**src/rtl/dtm_pkg.sv**
```systemverilog
// Shared TAP state encodings, IR codes and DTMCS field positions for the JTAG DTM.
// Pure declarations; no state.
package dtm_pkg;

    typedef enum logic [3:0] {
        TEST_LOGIC_RESET = 4'hF,
        RUN_TEST_IDLE    = 4'hC,
        SELECT_DR_SCAN   = 4'h7,
        CAPTURE_DR       = 4'h6,
        SHIFT_DR         = 4'h2,
        EXIT1_DR         = 4'h1,
        PAUSE_DR         = 4'h3,
        EXIT2_DR         = 4'h0,
        UPDATE_DR        = 4'h5,
        SELECT_IR_SCAN   = 4'h4,
        CAPTURE_IR       = 4'hE,
        SHIFT_IR         = 4'hA,
        EXIT1_IR         = 4'h9,
        PAUSE_IR         = 4'hB,
        EXIT2_IR         = 4'h8,
        UPDATE_IR        = 4'hD
    } tap_state_e;

    typedef struct packed {
        logic capture_dr;
        logic shift_dr;
        logic update_dr;
        logic capture_ir;
        logic shift_ir;
        logic update_ir;
    } tap_dec_t;

    typedef enum logic [1:0] {
        SEL_IDCODE,
        SEL_DTMCS,
        SEL_DMI,
        SEL_BYPASS
    } dr_sel_e;

    localparam logic [4:0] IR_IDCODE = 5'h01;
    localparam logic [4:0] IR_DTMCS  = 5'h10;
    localparam logic [4:0] IR_DMI    = 5'h11;
    localparam logic [4:0] IR_BYPASS = 5'h1F;

    localparam int         DTMCS_HARDRESET = 17;
    localparam int         DTMCS_RESET     = 16;
    localparam logic [3:0] DTMCS_VERSION   = 4'h1;

    // Unassigned IR codes all fall back to the 1-bit bypass register.
    function automatic dr_sel_e decode_ir(input logic [4:0] ir);
        dr_sel_e sel;
        case (ir)
            IR_IDCODE: sel = SEL_IDCODE;
            IR_DTMCS:  sel = SEL_DTMCS;
            IR_DMI:    sel = SEL_DMI;
            default:   sel = SEL_BYPASS;
        endcase
        return sel;
    endfunction

endpackage

```
**src/rtl/jtag_tap_fsm.sv**
```systemverilog
// IEEE 1149.1 TAP controller: state register on rising i_tck plus one-hot state decodes.
// Decodes are combinational from the registered state (zero added latency).
module jtag_tap_fsm
    import dtm_pkg::*;
(
    input  logic       i_tck,
    input  logic       i_reset,
    input  logic       i_tms,
    output tap_state_e o_state,
    output tap_dec_t   o_dec
);

    tap_state_e state_q, state_d;

    always_ff @(posedge i_tck) begin
        if (i_reset) begin
            state_q <= TEST_LOGIC_RESET;
        end else begin
            state_q <= state_d;
        end
    end

    always_comb begin
        state_d = TEST_LOGIC_RESET;
        case (state_q)
            TEST_LOGIC_RESET: state_d = i_tms ? TEST_LOGIC_RESET : RUN_TEST_IDLE;
            RUN_TEST_IDLE:    state_d = i_tms ? SELECT_DR_SCAN   : RUN_TEST_IDLE;
            SELECT_DR_SCAN:   state_d = i_tms ? SELECT_IR_SCAN   : CAPTURE_DR;
            CAPTURE_DR:       state_d = i_tms ? EXIT1_DR         : SHIFT_DR;
            SHIFT_DR:         state_d = i_tms ? EXIT1_DR         : SHIFT_DR;
            EXIT1_DR:         state_d = i_tms ? UPDATE_DR        : PAUSE_DR;
            PAUSE_DR:         state_d = i_tms ? EXIT2_DR         : PAUSE_DR;
            EXIT2_DR:         state_d = i_tms ? UPDATE_DR        : SHIFT_DR;
            UPDATE_DR:        state_d = i_tms ? SELECT_DR_SCAN   : RUN_TEST_IDLE;
            SELECT_IR_SCAN:   state_d = i_tms ? TEST_LOGIC_RESET : CAPTURE_IR;
            CAPTURE_IR:       state_d = i_tms ? EXIT1_IR         : SHIFT_IR;
            SHIFT_IR:         state_d = i_tms ? EXIT1_IR         : SHIFT_IR;
            EXIT1_IR:         state_d = i_tms ? UPDATE_IR        : PAUSE_IR;
            PAUSE_IR:         state_d = i_tms ? EXIT2_IR         : PAUSE_IR;
            EXIT2_IR:         state_d = i_tms ? UPDATE_IR        : SHIFT_IR;
            UPDATE_IR:        state_d = i_tms ? SELECT_DR_SCAN   : RUN_TEST_IDLE;
            default:          state_d = TEST_LOGIC_RESET;
        endcase
    end

    always_comb begin
        o_state          = state_q;
        o_dec            = '0;
        o_dec.capture_dr = (state_q == CAPTURE_DR);
        o_dec.shift_dr   = (state_q == SHIFT_DR);
        o_dec.update_dr  = (state_q == UPDATE_DR);
        o_dec.capture_ir = (state_q == CAPTURE_IR);
        o_dec.shift_ir   = (state_q == SHIFT_IR);
        o_dec.update_ir  = (state_q == UPDATE_IR);
    end

endmodule

```
**src/rtl/jtag_dtm_tap.sv**
```systemverilog
// JTAG DTM front end: IR, IDCODE/DTMCS/BYPASS DRs, DMI strobes and the falling-edge TDO path.
// DMI strobes are same-cycle decodes; DTMCS reset pulses appear the cycle after UPDATE_DR.
module jtag_dtm_tap
    import dtm_pkg::*;
#(
    parameter logic [31:0] IDCODE      = 32'h1000_0CFD,
    parameter int unsigned ABITS       = 7,
    parameter logic [2:0]  IDLE_CYCLES = 3'd1
) (
    input  logic       i_tck,
    input  logic       i_reset,
    input  logic       i_tms,
    input  logic       i_tdi,
    output logic       o_tdo,
    output logic       o_tdo_en,
    output logic       o_dmi_capture,
    output logic       o_dmi_shift,
    output logic       o_dmi_update,
    output logic       o_dmi_tdi,
    input  logic       i_dmi_tdo,
    output logic       o_dmi_reset,
    output logic       o_dmi_clear_sticky,
    input  logic [1:0] i_dmistat
);

    tap_state_e state;
    tap_dec_t   dec;

    jtag_tap_fsm u_fsm (
        .i_tck   (i_tck),
        .i_reset (i_reset),
        .i_tms   (i_tms),
        .o_state (state),
        .o_dec   (dec)
    );

    logic [4:0]  ir_shift_q, ir_shift_d;
    logic [4:0]  ir_q, ir_d;
    logic [31:0] dr_q, dr_d;
    logic        bypass_q, bypass_d;
    logic        hardreset_q, hardreset_d;
    logic        clr_sticky_q, clr_sticky_d;
    logic        tdo_int_q, sel_dmi_q, tdo_en_q;
    logic        dr_bit0;
    logic        tlr;
    dr_sel_e     dr_sel;
    logic [31:0] dtmcs_cap;

    assign tlr       = (state == TEST_LOGIC_RESET);
    assign dr_sel    = decode_ir(ir_q);
    assign dtmcs_cap = {14'b0, 1'b0, 1'b0, 1'b0, IDLE_CYCLES, i_dmistat, 6'(ABITS), DTMCS_VERSION};

    always_comb begin
        ir_shift_d = ir_shift_q;
        ir_d       = ir_q;
        if (dec.capture_ir) begin
            ir_shift_d = 5'b00001;
        end else if (dec.shift_ir) begin
            ir_shift_d = {i_tdi, ir_shift_q[4:1]};
        end
        if (tlr) begin
            ir_d = IR_IDCODE;
        end else if (dec.update_ir) begin
            ir_d = ir_shift_q;
        end
    end

    // The DMI data register lives outside; only IDCODE/DTMCS/BYPASS are held here.
    always_comb begin
        dr_d     = dr_q;
        bypass_d = bypass_q;
        if (dec.capture_dr) begin
            case (dr_sel)
                SEL_IDCODE: dr_d     = IDCODE;
                SEL_DTMCS:  dr_d     = dtmcs_cap;
                SEL_BYPASS: bypass_d = 1'b0;
                default:    ;
            endcase
        end else if (dec.shift_dr) begin
            case (dr_sel)
                SEL_IDCODE, SEL_DTMCS: dr_d     = {i_tdi, dr_q[31:1]};
                SEL_BYPASS:            bypass_d = i_tdi;
                default:               ;
            endcase
        end
    end

    always_comb begin
        hardreset_d  = 1'b0;
        clr_sticky_d = 1'b0;
        if (dec.update_dr && (dr_sel == SEL_DTMCS)) begin
            hardreset_d  = dr_q[DTMCS_HARDRESET];
            clr_sticky_d = dr_q[DTMCS_RESET];
        end
    end

    always_ff @(posedge i_tck) begin
        if (i_reset) begin
            ir_shift_q   <= '0;
            ir_q         <= IR_IDCODE;
            dr_q         <= '0;
            bypass_q     <= 1'b0;
            hardreset_q  <= 1'b0;
            clr_sticky_q <= 1'b0;
        end else begin
            ir_shift_q   <= ir_shift_d;
            ir_q         <= ir_d;
            dr_q         <= dr_d;
            bypass_q     <= bypass_d;
            hardreset_q  <= hardreset_d;
            clr_sticky_q <= clr_sticky_d;
        end
    end

    always_comb begin
        case (dr_sel)
            SEL_BYPASS: dr_bit0 = bypass_q;
            SEL_DMI:    dr_bit0 = 1'b0;
            default:    dr_bit0 = dr_q[0];
        endcase
    end

    // TDO launches on the falling edge so the probe samples it stably on the next rising edge.
    always_ff @(negedge i_tck) begin
        if (i_reset) begin
            tdo_int_q <= 1'b0;
            sel_dmi_q <= 1'b0;
            tdo_en_q  <= 1'b0;
        end else begin
            tdo_int_q <= dec.shift_ir ? ir_shift_q[0] : dr_bit0;
            sel_dmi_q <= dec.shift_dr && (dr_sel == SEL_DMI);
            tdo_en_q  <= dec.shift_ir || dec.shift_dr;
        end
    end

    assign o_tdo              = sel_dmi_q ? i_dmi_tdo : tdo_int_q;
    assign o_tdo_en           = tdo_en_q;
    assign o_dmi_tdi          = i_tdi;
    assign o_dmi_capture      = dec.capture_dr && (dr_sel == SEL_DMI);
    assign o_dmi_shift        = dec.shift_dr   && (dr_sel == SEL_DMI);
    assign o_dmi_update       = dec.update_dr  && (dr_sel == SEL_DMI);
    assign o_dmi_reset        = hardreset_q || tlr;
    assign o_dmi_clear_sticky = clr_sticky_q;

endmodule

```
**config.mk**
```make
export PLATFORM = sky130hd
export DESIGN_NAME = jtag_dtm_tap
export DESIGN_NICKNAME = d
export VERILOG_FILES = /design/src/rtl/dtm_pkg.sv /design/src/rtl/jtag_tap_fsm.sv /design/src/rtl/jtag_dtm_tap.sv
export SDC_FILE = /design/constraint.sdc
export NUM_CORES = 1
export LEC_CHECK = 0
export ABC_AREA = 1
export CAP_MARGIN = 20
export CORE_MARGIN = 3
export CORE_UTILIZATION = 40
export CTS_CLUSTER_DIAMETER = 40
export CTS_CLUSTER_SIZE = 30
export DETAILED_ROUTE_END_ITERATION = 8
export SLEW_MARGIN = 20
export SYNTH_ARGS = -nofsm -noshare
export SYNTH_HDL_FRONTEND = slang
export SYNTH_SLANG_ARGS = --single-unit
```
**constraint.sdc**
```tcl
create_clock -name i_tck -period 1.3 [get_ports i_tck]
set_input_delay 0.26 -clock i_tck [delete_from_list [all_inputs] [get_ports i_tck]]
set_output_delay 0.26 -clock i_tck [all_outputs]
set_load 0.1 [all_outputs]
```
======== After elaboration in Yosys (flattened, before gate mapping) ========
Cells that the tools add are included.
storage, ports and cells
  output and inout port bits .............. 8
  flip-flop bits (word level) ............. 52
cells by class
  bitwise operators ....................... 1
  equal/unequal tests ..................... 22
  reduce and logical (&&, ||, !) cells .... 20
  multiplexer cells ....................... 27
operators by type and width
  kind                                                   count
  two-way mux 32 bit                                     3
  case mux 32 bit (2 select lines)                       1
  case mux 4 bit (12 select lines)                       1
  == test 4 bit, second input constant                   8
  == test 4 x 3 -> 1 bit, second input constant          4
  two-way mux 2 bit                                      6
  two-way mux 3 bit                                      4
  OR reduction 2 bit                                     6
  == test 5 bit, second input constant                   2
  two-way mux 1 bit                                      9
  == test 4 x 2 -> 1 bit, second input constant          2
  case mux 2 bit (3 select lines)                        1
  nonzero test 2 bit                                     3
  == test 5 x 1 -> 1 bit, second input constant          1
  == test 2 bit, second input constant                   2
  == test 4 x 1 -> 1 bit, second input constant          1
  logical AND 1 bit                                      4
  logical NOT 4 bit                                      1
  two-way mux 4 bit                                      1
  inequality test 3 x 1 -> 1 bit, second input constant  1
  AND reduction 3 bit                                    1
  OR reduction 3 bit                                     1
  == test 2 x 1 -> 1 bit, second input constant          1
  logical NOT 2 bit                                      1
  4 further kinds                                        5

======== Longest topological paths before layout ========
  depth in word-level cells ............... 7
  mapped depth ............................ 10

======== Modules after synthesis ========
Synthesis repeated with hierarchy kept, for this count alone.
second synthesis, totals
  cell total of the unflattened synthesis .. 381
  area total of the unflattened synthesis .. 2471.1 µm²
by module, submodules not included
  module        area each (µm²)  cells each  instances
  jtag_dtm_tap  2198.4           335         1
  jtag_tap_fsm  272.8            46          1

==> summary.md <==
| Metric | Value |
|---|---|
| Initial DRC count | `about 170` |
| Setup TNS | `-9.97 ns` |
| Setup crit end kind | `output port` |
| Post-Layout Cell Count | `508` |
| Fin worst setup slack | `-0.767 ns` |
| Vias | `roughly 2.6k` |
| WS Path Type | `reg2out` |
| H-tree level count | `2` |
| P&R area growth vs syn | `62.5%` |
| Yosys top cell area share | `0.424` |
| CTS clk-pin slew, worst paths | `0.09 ns` |
| Fin. max-slew vios | `0` |
| Total power draw | `roughly 5.8 mW` |
| DIE WIDTH | `between 80 and 90 µm` |
| First-pass GRT wire length | `approximately 12 mm` |
| Inserted Clock Buffers | `5` |
| Total gr overflow | `0` |
| DR WL/cell | `14.1 µm` |
| Yosys top cell by area | `dfxtp_1` |
| DP Cell Count | `around 480` |
| IO buf count | `14` |
| Clk sink count | `52` |
| Slew HR | `0.780` |
| Worst Path Required | `roughly 1.0 ns` |
| Yosys Warn Count | `0` |
| DRC | `0` |
| Initial antenna violation count | `0` |
| Fin. Hold Viols | `0` |
| Syn avg cell area | `6.62 µm²` |
| Skew-Pair Late Insertion Delay | `0.37 ns` |
| Io pins | `15` |
| Sequential area share after synthesis | `0.424` |
| Worst Tran Pin Value | `roughly 0.33 ns` |
| Clock Skew | `0.0532 ns` |
| Reg2Reg Setup Slack | `-0.40 ns` |
| Clk root buf | `clkbuf_8` |
| Routability cong. | `about 0.91` |
| Power Density | `between 1000 and 1500 mW/mm²` |
| Final setup vio count | `42` |
| Gr usage total | `0.203` |
| Worst path arrival time | `~1.8 ns` |
| Routed Antenna Nets | `0` |
| Die H | `about 84 µm` |
| Critical Path Start Type | `flip-flop` |
| Largest net degree at the start of global routing | `30` |
| Core Region | `0.00571 mm²` |
| Syn nets | `about 380` |
| Area contributors post-synth | `dfxtp_1, nand2_1, nor2_1` |
| TritonCTS clock tree | `yes` |
| Register bit total from synthesis | `52` |
| Drt pass-1 iters | `4` |
| Unique cell type count in the Yosys netlist | `30` |
| Pleak | `roughly 1.8 nW` |
| Worst-path fanout max | `1` |
| Maximum vdd drop | `roughly 0.9 mV` |
| Post-Syn Instances | `about 370` |
| Hold WC Path Type | `in2reg` |
| Layout cell share with drive strength beyond 1 | `0.417` |
| Final WL | `a little over 7 mm` |
| Cell area after synthesis | `0.00246 mm²` |
| Initial Utilization | `0.430` |
| Final Cell Area | `0.00399 mm²` |
| DP HPWL | `roughly 3.8 mm` |
| Failing checks | `setup timing` |
| Clk buf depth | `2` |
| Outcome | `finished with violations` |
| DP Area | `0.00305 mm²` |
| Die area | `a little over 0.007 mm²` |
| Max Cap Violations | `0` |
| # rows | `27` |
| Vias in the first global route | `2455` |
| Vias/cell | `about 5.0` |
| Antenna Cells | `0` |
| RSZ-0062 raised after global routing | `yes` |
| Post-layout net count | `442` |
## critical path, cell delays in order (launching register included)
cell and delay, ns:
dfxtp_2 0.31, mux2_4 0.31, buf_12 0.17
## power breakdown
group | internal [mW] | switching [mW] | leakage [nW] | total, mW
Sequential | 1.76 | 0.102 | 0.422 | 1.86
Clock | 0.591 | 0.600 | 0.0714 | 1.19
Combinational | 1.26 | 1.46 | 1.26 | 2.72
Total | 3.61 | 2.16 | 1.76 | 5.78
## cell type report
class | instances | area (µm²)
Clock buffer | 6 | 72.6
Clock inverter | 5 | 50.0
Sequential cell | 52 | 1050
Inverter | 41 | 156
Timing Repair Buffer | 73 | 943
Tap cell | 72 | 90.1
Fill cell | 438 | 1720
Multi-Input combinational cell | 259 | 1620
## stage by stage
step / utilization / hold slack [ns] / setup WS, ns
final: 0.699 / 0.403 / -0.767
after global placement: 0.535 / 0.453 / -0.495
after floorplan: - / 0.387 / -0.388
after global routing: 0.699 / 0.412 / -0.805
after CTS: 0.664 / 0.480 / -0.768
after detailed placement: 0.535 / 0.457 / -0.537
## Yosys cell counts
master and number:
a21oi_1 14, nand2_1 116, o21ai_0 9, nand2_2 2, nor2_2 2, mux2_2 1, o211ai_1 2, buf_6 4
nand3b_1 1, nand3_1 31, o2111ai_1 1, nor4_1 2, or2_2 1, a21boi_0 1, nand2_4 1, clkbuf_1 3
inv_2 4, o311ai_0 1, nor3_4 1, buf_4 5, a31oi_1 1, nor2_1 66, inv_1 38, buf_2 6
dfxtp_1 52, nor2_4 1, nor3_1 2, a211oi_1 1, o21ai_1 1, nand3_2 1
## final timing paths
kind	endpoint	depth (start not counted)	startpoint
setup / recovery	o_tdo	2	sel_dmi_q
hold / removal	ir_shift_q[4]	4	i_tdi
setup reg to reg	tdo_int_q	7	ir_q[2]
hold reg to reg	ir_q[2]	2	ir_shift_q[2]
## cell families after synthesis
kind of cell | after synthesis | share of synthesized area
and+or+nand+nor | 227 | 0.386
buffers and inverters | 60 | 0.115
muxes | 1 | 0.00458
DFF | 52 | 0.424
AOI/OAI and AO/OA | 31 | 0.0708
## placed cells by master, fill, tap and decap left out, types with 3 or more instances in the layout
cell             instances
a21oi_1                 11
nor2_1                  48
inv_1                   38
nor2_2                  10
clkdlybuf4s50_1          4
dfxtp_1                 43
buf_4                   26
nand3_1                 18
buf_12                  14
nand2_1                 72
clkbuf_8                 5
dfxtp_2                  8
nor2_4                  11
nand2_2                 28
inv_2                    5
o21ai_0                  8
nand3_4                  4
nand3_2                 10
buf_6                   19
buf_16                   5
nor3_4                   3
nand2_4                 17
## sequential cells by signal, summed over array words and instances, names as in the netlist
| name | flops |
|---|---|
| dr_q | 32 |
| ir_q | 5 |
| ir_shift_q | 5 |
| u_fsm.o_state | 4 |
| bypass_q | 1 |
| hardreset_q | 1 |
| o_dmi_clear_sticky | 1 |
| o_tdo_en | 1 |
| sel_dmi_q | 1 |
| tdo_int_q | 1 |
## metal layers
metal	global-route usage	share of wire	up-vias
li1	-	-	1287
met1	0.266	0.44	1194
met2	0.342	0.49	60
met3	0.0471	0.052	13
met4	0.0475	0.020	0
met5	0	0	-
## what timing repair did
item | in CTS | in global routing
setup buffers | 14 | 3
pin swaps | 22 | 20
gates cloned | 7 | 1
endpoints found under the setup margin | 55 | 54
gates resized for setup | 96 | 58
hold buffers | 0 | 0
Note: power is estimated with default switching activity, not from simulation.
